**src/rtl/uart_tx_ctrl.sv**
```systemverilog
// ---------------------------------------------------------------------------
// uart_tx_ctrl
//   Transmit-side UART controller. Pops bytes from the TX FIFO one at a time
//   and serialises each as: start bit, 8 data bits LSB first, optional parity
//   bit, then 1 or 2 stop bits. Bit time is a programmable number of clocks.
//
// Ports
//   clk_i         system clock
//   rst_i         synchronous active-high reset
//   tx_en_i       transmit enable (only gates the start of new frames)
//   baud_div_i    clock cycles per bit, 0 treated as 1
//   parity_en_i   append parity bit
//   parity_odd_i  1 = odd parity, 0 = even parity
//   stop2_i       1 = two stop bits
//   fifo_empty_i  TX FIFO empty flag
//   fifo_rd_en_o  one-cycle FIFO pop strobe per byte
//   fifo_data_i   FIFO read data, valid the cycle after fifo_rd_en_o
//   tx_o          serial line, idles high
//   busy_o        high whenever not idle
//   byte_done_o   pulse in the last cycle of the final stop bit
//   tx_count_o    completed-frame counter, wraps
// ---------------------------------------------------------------------------
module uart_tx_ctrl #(
    parameter int DIV_W = 16,
    parameter int CNT_W = 8
) (
    input  logic             clk_i,
    input  logic             rst_i,
    input  logic             tx_en_i,
    input  logic [DIV_W-1:0] baud_div_i,
    input  logic             parity_en_i,
    input  logic             parity_odd_i,
    input  logic             stop2_i,
    input  logic             fifo_empty_i,
    output logic             fifo_rd_en_o,
    input  logic [7:0]       fifo_data_i,
    output logic             tx_o,
    output logic             busy_o,
    output logic             byte_done_o,
    output logic [CNT_W-1:0] tx_count_o
);

    typedef enum logic [2:0] {
        S_IDLE,
        S_FETCH,
        S_LOAD,
        S_START,
        S_DATA,
        S_PARITY,
        S_STOP
    } state_e;

    state_e             state_q, state_d;
    logic [DIV_W-1:0]   cnt_q, cnt_d;
    logic [2:0]         bit_q, bit_d;
    logic [7:0]         shift_q, shift_d;
    logic [DIV_W-1:0]   div_q, div_d;
    logic               par_en_q, par_en_d;
    logic               par_q, par_d;
    logic               stop2_q, stop2_d;
    logic [CNT_W-1:0]   count_q, count_d;
    logic               tx_q, tx_d;
    logic               rd_q, rd_d;
    logic               busy_q, busy_d;
    logic               done;

    // Counter reload value for the latched divider (N-1, with N=0 acting as 1)
    logic [DIV_W-1:0]   reload;
    logic               bit_end;

    assign reload  = (div_q == '0) ? '0 : div_q - DIV_W'(1);
    assign bit_end = (cnt_q == '0);

    always_comb begin
        state_d  = state_q;
        cnt_d    = cnt_q;
        bit_d    = bit_q;
        shift_d  = shift_q;
        div_d    = div_q;
        par_en_d = par_en_q;
        par_d    = par_q;
        stop2_d  = stop2_q;
        count_d  = count_q;
        done     = 1'b0;

        case (state_q)
            S_IDLE: begin
                if (tx_en_i && !fifo_empty_i) state_d = S_FETCH;
            end
            S_FETCH: begin
                state_d = S_LOAD;
            end
            S_LOAD: begin
                // Frame config is frozen here so mid-frame changes are ignored
                shift_d  = fifo_data_i;
                div_d    = baud_div_i;
                par_en_d = parity_en_i;
                par_d    = (^fifo_data_i) ^ parity_odd_i;
                stop2_d  = stop2_i;
                cnt_d    = (baud_div_i == '0) ? '0 : baud_div_i - DIV_W'(1);
                bit_d    = '0;
                state_d  = S_START;
            end
            S_START: begin
                if (bit_end) begin
                    cnt_d   = reload;
                    bit_d   = '0;
                    state_d = S_DATA;
                end else begin
                    cnt_d = cnt_q - DIV_W'(1);
                end
            end
            S_DATA: begin
                if (bit_end) begin
                    cnt_d   = reload;
                    shift_d = shift_q >> 1;
                    if (bit_q == 3'd7) begin
                        bit_d   = '0;
                        state_d = par_en_q ? S_PARITY : S_STOP;
                    end else begin
                        bit_d = bit_q + 3'd1;
                    end
                end else begin
                    cnt_d = cnt_q - DIV_W'(1);
                end
            end
            S_PARITY: begin
                if (bit_end) begin
                    cnt_d   = reload;
                    bit_d   = '0;
                    state_d = S_STOP;
                end else begin
                    cnt_d = cnt_q - DIV_W'(1);
                end
            end
            S_STOP: begin
                if (bit_end) begin
                    // bit_q tracks which stop bit we are in when two are used
                    if (stop2_q && (bit_q == 3'd0)) begin
                        bit_d = 3'd1;
                        cnt_d = reload;
                    end else begin
                        done    = 1'b1;
                        count_d = count_q + CNT_W'(1);
                        bit_d   = '0;
                        state_d = (tx_en_i && !fifo_empty_i) ? S_FETCH : S_IDLE;
                    end
                end else begin
                    cnt_d = cnt_q - DIV_W'(1);
                end
            end
            default: begin
                state_d = S_IDLE;
            end
        endcase
    end

    // Registered outputs decoded from the next state so they change together
    // with the state register.
    always_comb begin
        case (state_d)
            S_START:  tx_d = 1'b0;
            S_DATA:   tx_d = shift_d[0];
            S_PARITY: tx_d = par_d;
            default:  tx_d = 1'b1;
        endcase
        rd_d   = (state_d == S_FETCH);
        busy_d = (state_d != S_IDLE);
    end

    always_ff @(posedge clk_i) begin
        if (rst_i) begin
            state_q  <= S_IDLE;
            cnt_q    <= '0;
            bit_q    <= '0;
            shift_q  <= '0;
            div_q    <= '0;
            par_en_q <= 1'b0;
            par_q    <= 1'b0;
            stop2_q  <= 1'b0;
            count_q  <= '0;
            tx_q     <= 1'b1;
            rd_q     <= 1'b0;
            busy_q   <= 1'b0;
        end else begin
            state_q  <= state_d;
            cnt_q    <= cnt_d;
            bit_q    <= bit_d;
            shift_q  <= shift_d;
            div_q    <= div_d;
            par_en_q <= par_en_d;
            par_q    <= par_d;
            stop2_q  <= stop2_d;
            count_q  <= count_d;
            tx_q     <= tx_d;
            rd_q     <= rd_d;
            busy_q   <= busy_d;
        end
    end

    assign tx_o         = tx_q;
    assign fifo_rd_en_o = rd_q;
    assign busy_o       = busy_q;
    assign byte_done_o  = done;
    assign tx_count_o   = count_q;

endmodule

```
**config.mk**
```make
export PLATFORM = sky130hd
export DESIGN_NAME = uart_tx_ctrl
export DESIGN_NICKNAME = d
export VERILOG_FILES = /design/src/rtl/uart_tx_ctrl.sv
export SDC_FILE = /design/constraint.sdc
export NUM_CORES = 1
export LEC_CHECK = 0
export BUFFER_PORTS_ARGS = -buffer_cell sky130_fd_sc_hd__buf_2
export CAP_MARGIN = 20
export CORE_MARGIN = 3
export CORE_UTILIZATION = 38
export DETAILED_ROUTE_END_ITERATION = 6
export PLACE_DENSITY_LB_ADDON = 0.1
export SLEW_MARGIN = 15
export SYNTH_ARGS = -nofsm -noshare
export SYNTH_HDL_FRONTEND = slang
export SYNTH_SLANG_ARGS = --single-unit
export TNS_END_PERCENT = 30
```
**constraint.sdc**
```tcl
create_clock -name clk_i -period 6.15 [get_ports clk_i]
set_clock_uncertainty 0.1 [all_clocks]
set_input_delay 1.23 -clock clk_i [delete_from_list [all_inputs] [get_ports clk_i]]
set_output_delay 1.23 -clock clk_i [all_outputs]
set_load 0.005 [all_outputs]
```
==> flow_summary.yaml, run 1 <==
yosys:
  yosysTopAreaCellShare: 0.313
  synth_edf_count: 0
  synth_top_area_cell: "dfxtp_1"
  seq_area_frac_synth: 0.313
  synth-seq-cells: 60
  synth-main-ff-cell: "dfxtp_1"
  synth_cell_type_count: 73
  async_flop_share: 0
  syn_area_per_cell_um2: 8.18
  syn_nets: 507
  netlist_area_um2: 3830
  yosysWarnings: 0
  synthesis.instances: 469
  synthTopCellsByArea: "dfxtp_1 (31%), nand2_1 (6.6%), a21oi_1 (5.4%)"
worst_setup_path:
  end_kind: "primary output"
  crit_type: "register to primary output"
  crit_required_ps: 4820
  cp_max_fo: 15
  critPathArrivalTime_ps: 2490
  cp-start-kind: "register"
floorplanning:
  fp-row-count: 36
  dieWidth_um: 106
  die_h_um: 106
  initial_core_util: 0.392
  die_area_um2: 11300
  coreArea_um2: 9770
  ios: 43
placed_design:
  placedCellCount: 624
  dp_hpwl_um: 7430
  io_buffers: 42
  placed_area_um2: 4100
  gp_congestion: 0.894
clock_network:
  holdBufCountCts: 0
  insertion_delay_ps: 340
  clkSlewWorstSetupHoldPaths_ps: 70
  cts_root_buf: "clkbuf_8"
  tritoncts: "built"
  cts_max_level: 3
  post_cts_buffers: 0
  cts_made_buffers: 9
  numClockSinks: 60
  cts.path.max_buffers: 2
  cts_resized: 0
routing:
  drtIter0Drc: 176
  met2_length_um: 4510
  wl_met1_um: 5200
  via_per_inst: 5.51
  dr.pass1.iters: 5
  dr.max_layer_used: "met4"
  postRouteAntennaNets: 0
  dr_wl_met3_um: 475
  drt-total-wl_um: 10300
  vias: 3529
  wl_per_cell_um: 16.1
  drc: 0
grt:
  grt_first_pass_wirelength_um: 16800
  first_global_vias: 3259
  grt_start_max_net_pins: 57
  gr-total-overflow: 0
  antenna_found_initial: 0
  grt_usage: 0.186
worst_hold_path:
  hp-class: "register to register"
power_and_ir_drop:
  power_density_nw_per_um2: 491
  leakagePower_nw: 1.59
  fin_total_pwr_mw: 2.11
  vdd_ir_drop_max_mv: 0.215
timing:
  final_hold_viol_count: 0
  setup_viol: 0
  period_share: 0.622
  slew_viol_final: 0
  whs_ps: 357
  timing.final.crit_period_ps: 3820
  fmax_mhz: 262
  rsz0062_at_grt: "false"
  finalSetupTns_ps: 0
  worstMarginPinSlew_ps: 1060
  slew-limit-headroom: 0.288
job:
  max_cap_viol_count: 0
final_layout:
  fin_area_um2: 4300
  syn2layout_area_growth_pct: 12.0
  num-fill-cells: 1001
  fin_nets: 540
  diodes: 0
  instances_no_fill: 640
  drive_above_1_share: 0.185
outcome:
  status: "finished, final reports clean"
-- synth_stat cells (3+ instances only) --
master and n:
nand4b_1 4, nor2_1 37, dfxtp_1 60, clkbuf_8 3
clkbuf_1 13, inv_1 15, xnor2_1 21, mux2i_1 3
xor2_1 22, ha_1 7, nand2_1 67, o21ai_0 13
o22ai_1 11, nor2b_1 4, a21oi_1 41, a211oi_1 3
buf_6 3, or4_1 3, nand3b_1 3, nor3_1 26
a311oi_1 4, a22oi_1 7, nand3_1 11, a221oi_1 9
and2_1 4, nor4_1 5, nand4_1 5, or3b_2 3
buf_2 3, nor4_2 3, nand2b_1 4
-- cells by family (layout without fill, tap and decap cells) --
kind of cell    after synthesis  after routing  synth area share
compound gates              113            113             0.202
flops                        60             60             0.313
simple gates                203            203             0.295
buf+inv                      38             76            0.0522
xor+xnor                     44             44             0.104
mux                           4              4            0.0108
fa+ha+maj                     7              7            0.0228
-- layer usage --
metal  track usage  vias to the layer above
met3        0.0389                       10
met4        0.0484                        0
li1              -                     1762
met5             0                        -
met1         0.276                     1662
met2         0.271                       95
-- worst max-delay path, stage by stage, from the launching register on --
cell and delay, ps:
dfxtp_1 350, inv_1 70, ha_1 170, nor3b_4 370
nand4_2 410, nor2_4 450, and3_1 220, buf_2 110
-- where the power goes --
| group | total (mW) | internal (mW) | switching (mW) |
|---|---|---|---|
| clock | 0.367 | 0.197 | 0.170 |
| sequential | 0.585 | 0.474 | 0.111 |
| combinational | 1.16 | 0.458 | 0.699 |
-- sequential cells by signal, indices dropped and copies added, names as in the netlist --
signal	cells
cnt_q	16
shift_q	8
bit_q	3
div_q	16
busy_o	1
tx_o	1
par_en_q	1
par_q	1
tx_count_o	8
stop2_q	1
state_q	3
fifo_rd_en_o	1
-- through the flow --
step | setup WS, ps | utilization
after global placement | 2730 | 0.419
after detailed placement | 2650 | 0.419
after floorplan | 3210 | -
final | 2330 | 0.440
after global routing | 2100 | 0.440
after CTS | 2270 | 0.440
-- layout make-up --
class	instances	area, um^2	share of cell area
Clock buffer	10	138	0.0320
Clock inverter	6	63.8	0.0149
Inverter	15	56.3	0.0131
Timing Repair Buffer	45	233	0.0542
Sequential cell	60	1200	0.280
Multi-Input combinational cell	371	2440	0.568
Tap cell	133	166	0.0387
-- path summary, 6_finish.rpt --
path / start / to / slack [ps] / cells past startpoint
min: shift_q[4] / shift_q[4] / 360 / 2
max: cnt_q[0] / byte_done_o / 2330 / 7
max reg2reg: cnt_q[0] / tx_o / 3300 / 8
min reg2reg: shift_q[4] / shift_q[4] / 360 / 2
-- cell usage in the layout (no fill, tap or decap), types with 5 or more instances in the layout --
master    Yosys  layout
inv_1        15      15
xor2_1       22      22
o22ai_1      11      11
nor4_1        5       5
nand4_1       5       5
nor2_1       37      37
clkbuf_8      3      10
buf_2         3      42
nor3_1       26      25
a22oi_1       7       7
nand2_1      67      67
a21oi_1      41      41
a221oi_1      9       9
nand3_1      11      11
xnor2_1      21      21
dfxtp_1      60      60
o21ai_0      13      13
ha_1          7       7
Power figures use the tool's default switching activity.
==> run 2: changes to the inputs <==
- ABC_AREA: unset -> 1
- clock period: 6.15 -> 3.9 ns (I/O delays scaled with it)
==> run 2 against run 1 <==
Worst hold slack better by 9.7 ps. Clock power is 77% higher. Wire length is 4.2% higher.
==> flow_summary.yaml, run 2 <==
outcome:
  status: "finished, final reports clean"
power_and_ir_drop:
  intPower_mw: 1.24
  switchingPower_mw: 0.756
  p_clk_frac: 0.324
  leakagePower_nw: 2.08
  swShare: 0.378
  power_density_nw_per_um2: 446
  comb_power_share: 0.325
  p_seq_frac: 0.351
  vdd_ir_drop_max_mv: 0.232
timing:
  final_hold_viol_count: 0
  period_share: 0.729
  rsz0062_at_grt: "false"
  finalSetupTns_ps: 0
  setup_viol: 0
  slew_viol_final: 0
  fmax_mhz: 352
  slew-limit-headroom: 0.388
  timing.final.crit_period_ps: 2840
  worstMarginPinSlew_ps: 917
yosys:
  syn_area_per_cell_um2: 6.34
  synth_edf_count: 0
  synth_cell_type_count: 38
  netlist_area_um2: 3950
  async_flop_share: 0
  synthesis.instances: 623
  synthTopCellsByArea: "dfxtp_1 (30%), nand2_1 (13%), o21ai_0 (7.6%)"
  synth_commonest_cells: "nand2_1 (136), nor2_1 (78), inv_1 (70)"
  synth-main-ff-cell: "dfxtp_1"
  yosysWarnings: 0
  seq_area_frac_synth: 0.304
  synth_most_common_cell: "nand2_1"
  yosysTopAreaCellShare: 0.304
  synth-seq-cells: 60
  syn_nets: 661
  synth_top_area_cell: "dfxtp_1"
grt:
  gr-total-overflow: 0
  met3_usage: 0.0384
  first_global_vias: 3578
  grt_usage: 0.192
  top_usage_layer: "met1"
  grt_start_max_net_pins: 38
  use_met1: 0.287
  antenna_found_initial: 0
  grt_first_pass_wirelength_um: 17500
  grt_util_met2: 0.273
worst_setup_path:
  critPathArrivalTime_ps: 1960
  slowest_stage: "dfxtp_1"
  rrSetupSlack_ps: 1500
  slowest_delay_ps: 320
  cp-start-kind: "register"
  crit_type: "register to primary output"
  crit_required_ps: 3020
  r2r-start: "cnt_q[0]"
  path_cells: "inv_1 -> ha_1 -> nand2_1 -> nor2_2 -> nand2_2 -> nor2_8 -> buf_2"
  reg2regPathDepth: 10
  end_kind: "primary output"
  cp_max_fo: 20
  r2r_end: "cnt_q[9]"
floorplanning:
  die_h_um: 108
  ios: 43
  initial_core_util: 0.397
  die_area_um2: 11600
  dieWidth_um: 108
  fp-row-count: 36
  coreArea_um2: 9950
clock_network:
  tritoncts: "built"
  insertion_delay_ps: 360
  cts_max_level: 3
  numClockSinks: 60
  cts_resized: 0
  cts.path.max_buffers: 2
  holdBufCountCts: 0
  clkSlewWorstSetupHoldPaths_ps: 80
  cts_made_buffers: 9
  post_cts_buffers: 0
  cts_root_buf: "clkbuf_8"
routing:
  via_per_inst: 5.07
  drtIter0Drc: 317
  drc: 0
  drt-total-wl_um: 10700
  wl_per_cell_um: 13.4
  dr.pass1.iters: 5
  postRouteAntennaNets: 0
  vias: 4044
job:
  max_cap_viol_count: 0
placed_design:
  io_buffers: 42
  placedCellCount: 782
  gp_congestion: 0.930
  dp_hpwl_um: 8230
final_layout:
  final_common_cell: "nand2_1"
  drive_above_1_share: 0.134
  diodes: 0
  reg_top3: "cnt_q x16, div_q x16"
  fin_nets: 698
  syn2layout_area_growth_pct: 13.5
  mostFrequentLayoutCells: "nand2_1 (136), nor2_1 (78), inv_1 (70)"
  instances_no_fill: 798
worst_hold_path:
  whs_path_depth: 2
  min-delay-start: "shift_q[7]"
  hp-class: "register to register"
  holdPathEnd: "shift_q[7]"
[run 2: changes by cell type in the layout (fill, tap and decap cells not counted), sizes merged, moves of 7 or more]
cell / delta
a221oi: -9
a21oi: +11
inv: +60
nor3: -23
a31oi: +8
xnor2: -11
nor2: +48
o21ai: +54
nand2: +76
a22oi: -7
o22ai: -9
nor4: -8
nand3: +33
[run 2: cells by family (layout without fill, tap and decap cells)]
kind of cell	Yosys count	after routing	synth area share
adder cells (fa/ha/maj)	7	7	0.0222
XOR/XNOR	31	31	0.0688
flip-flops	60	60	0.304
buffers and inverters	93	135	0.0925
AO/OA/AOI/OAI	135	135	0.180
AND/OR/NAND/NOR	297	297	0.332
[run 2: worst max-delay path: cells and delay by family (launching register included)]
kind,cells,cell delay (ps)
flip-flops,1,320
adder cells (fa/ha/maj),1,190
buffers and inverters,2,230
AND/OR/NAND/NOR,4,870
[run 2: how the worst max path moves through the flow]
| stage | from | endpoint | cells after the start |
|---|---|---|---|
| after detailed placement | baud_div_i[0] | cnt_q[13] | 10 |
| after global placement | baud_div_i[0] | cnt_q[13] | 10 |
| final | cnt_q[0] | byte_done_o | 7 |
| after CTS | cnt_q[0] | byte_done_o | 7 |
| after global routing | cnt_q[0] | byte_done_o | 7 |
| after floorplan | cnt_q[0] | byte_done_o | 7 |
[run 2: stage by stage]
stage | area (um^2) | util | setup WS [ps] | power [mW] | hold WS, ps
5_1_grt | 4480 | 0.450 | 862 | 2.13 | 393
3_3_place_gp | 4260 | 0.428 | 1420 | 1.36 | 352
4_1_cts | 4480 | 0.450 | 1020 | 2.01 | 368
3_5_place_dp | 4260 | 0.428 | 1350 | 1.36 | 356
2_1_floorplan | 3950 | - | 1840 | 1.20 | 330
6_report | 4480 | 0.450 | 1060 | 2.00 | 366
[run 2: final cells by class]
cell class	count	area [um^2]
multi-input combinational	470	2380
tap	133	166
clock inverter	7	98.8
fill	1055	5480
timing repair buffer	44	225
inverter	75	283
clock buffer	9	124
sequential	60	1200
[run 2: power groups by stage]
stage                     sequential, mW  combinational [mW]  clock [mW]
final                              0.701               0.650       0.648
after detailed placement           0.714               0.648           0
after global routing               0.706               0.737       0.690
after global placement             0.714               0.646           0
after CTS                          0.700               0.650       0.663
after floorplan                    0.704               0.494           0
[run 2: routing by layer]
layer  vias to the layer above  wire length, um
met5                         -                0
met4                         0              212
met3                        19              607
met2                       123             4280
met1                      1797             5610
li1                       2105                -
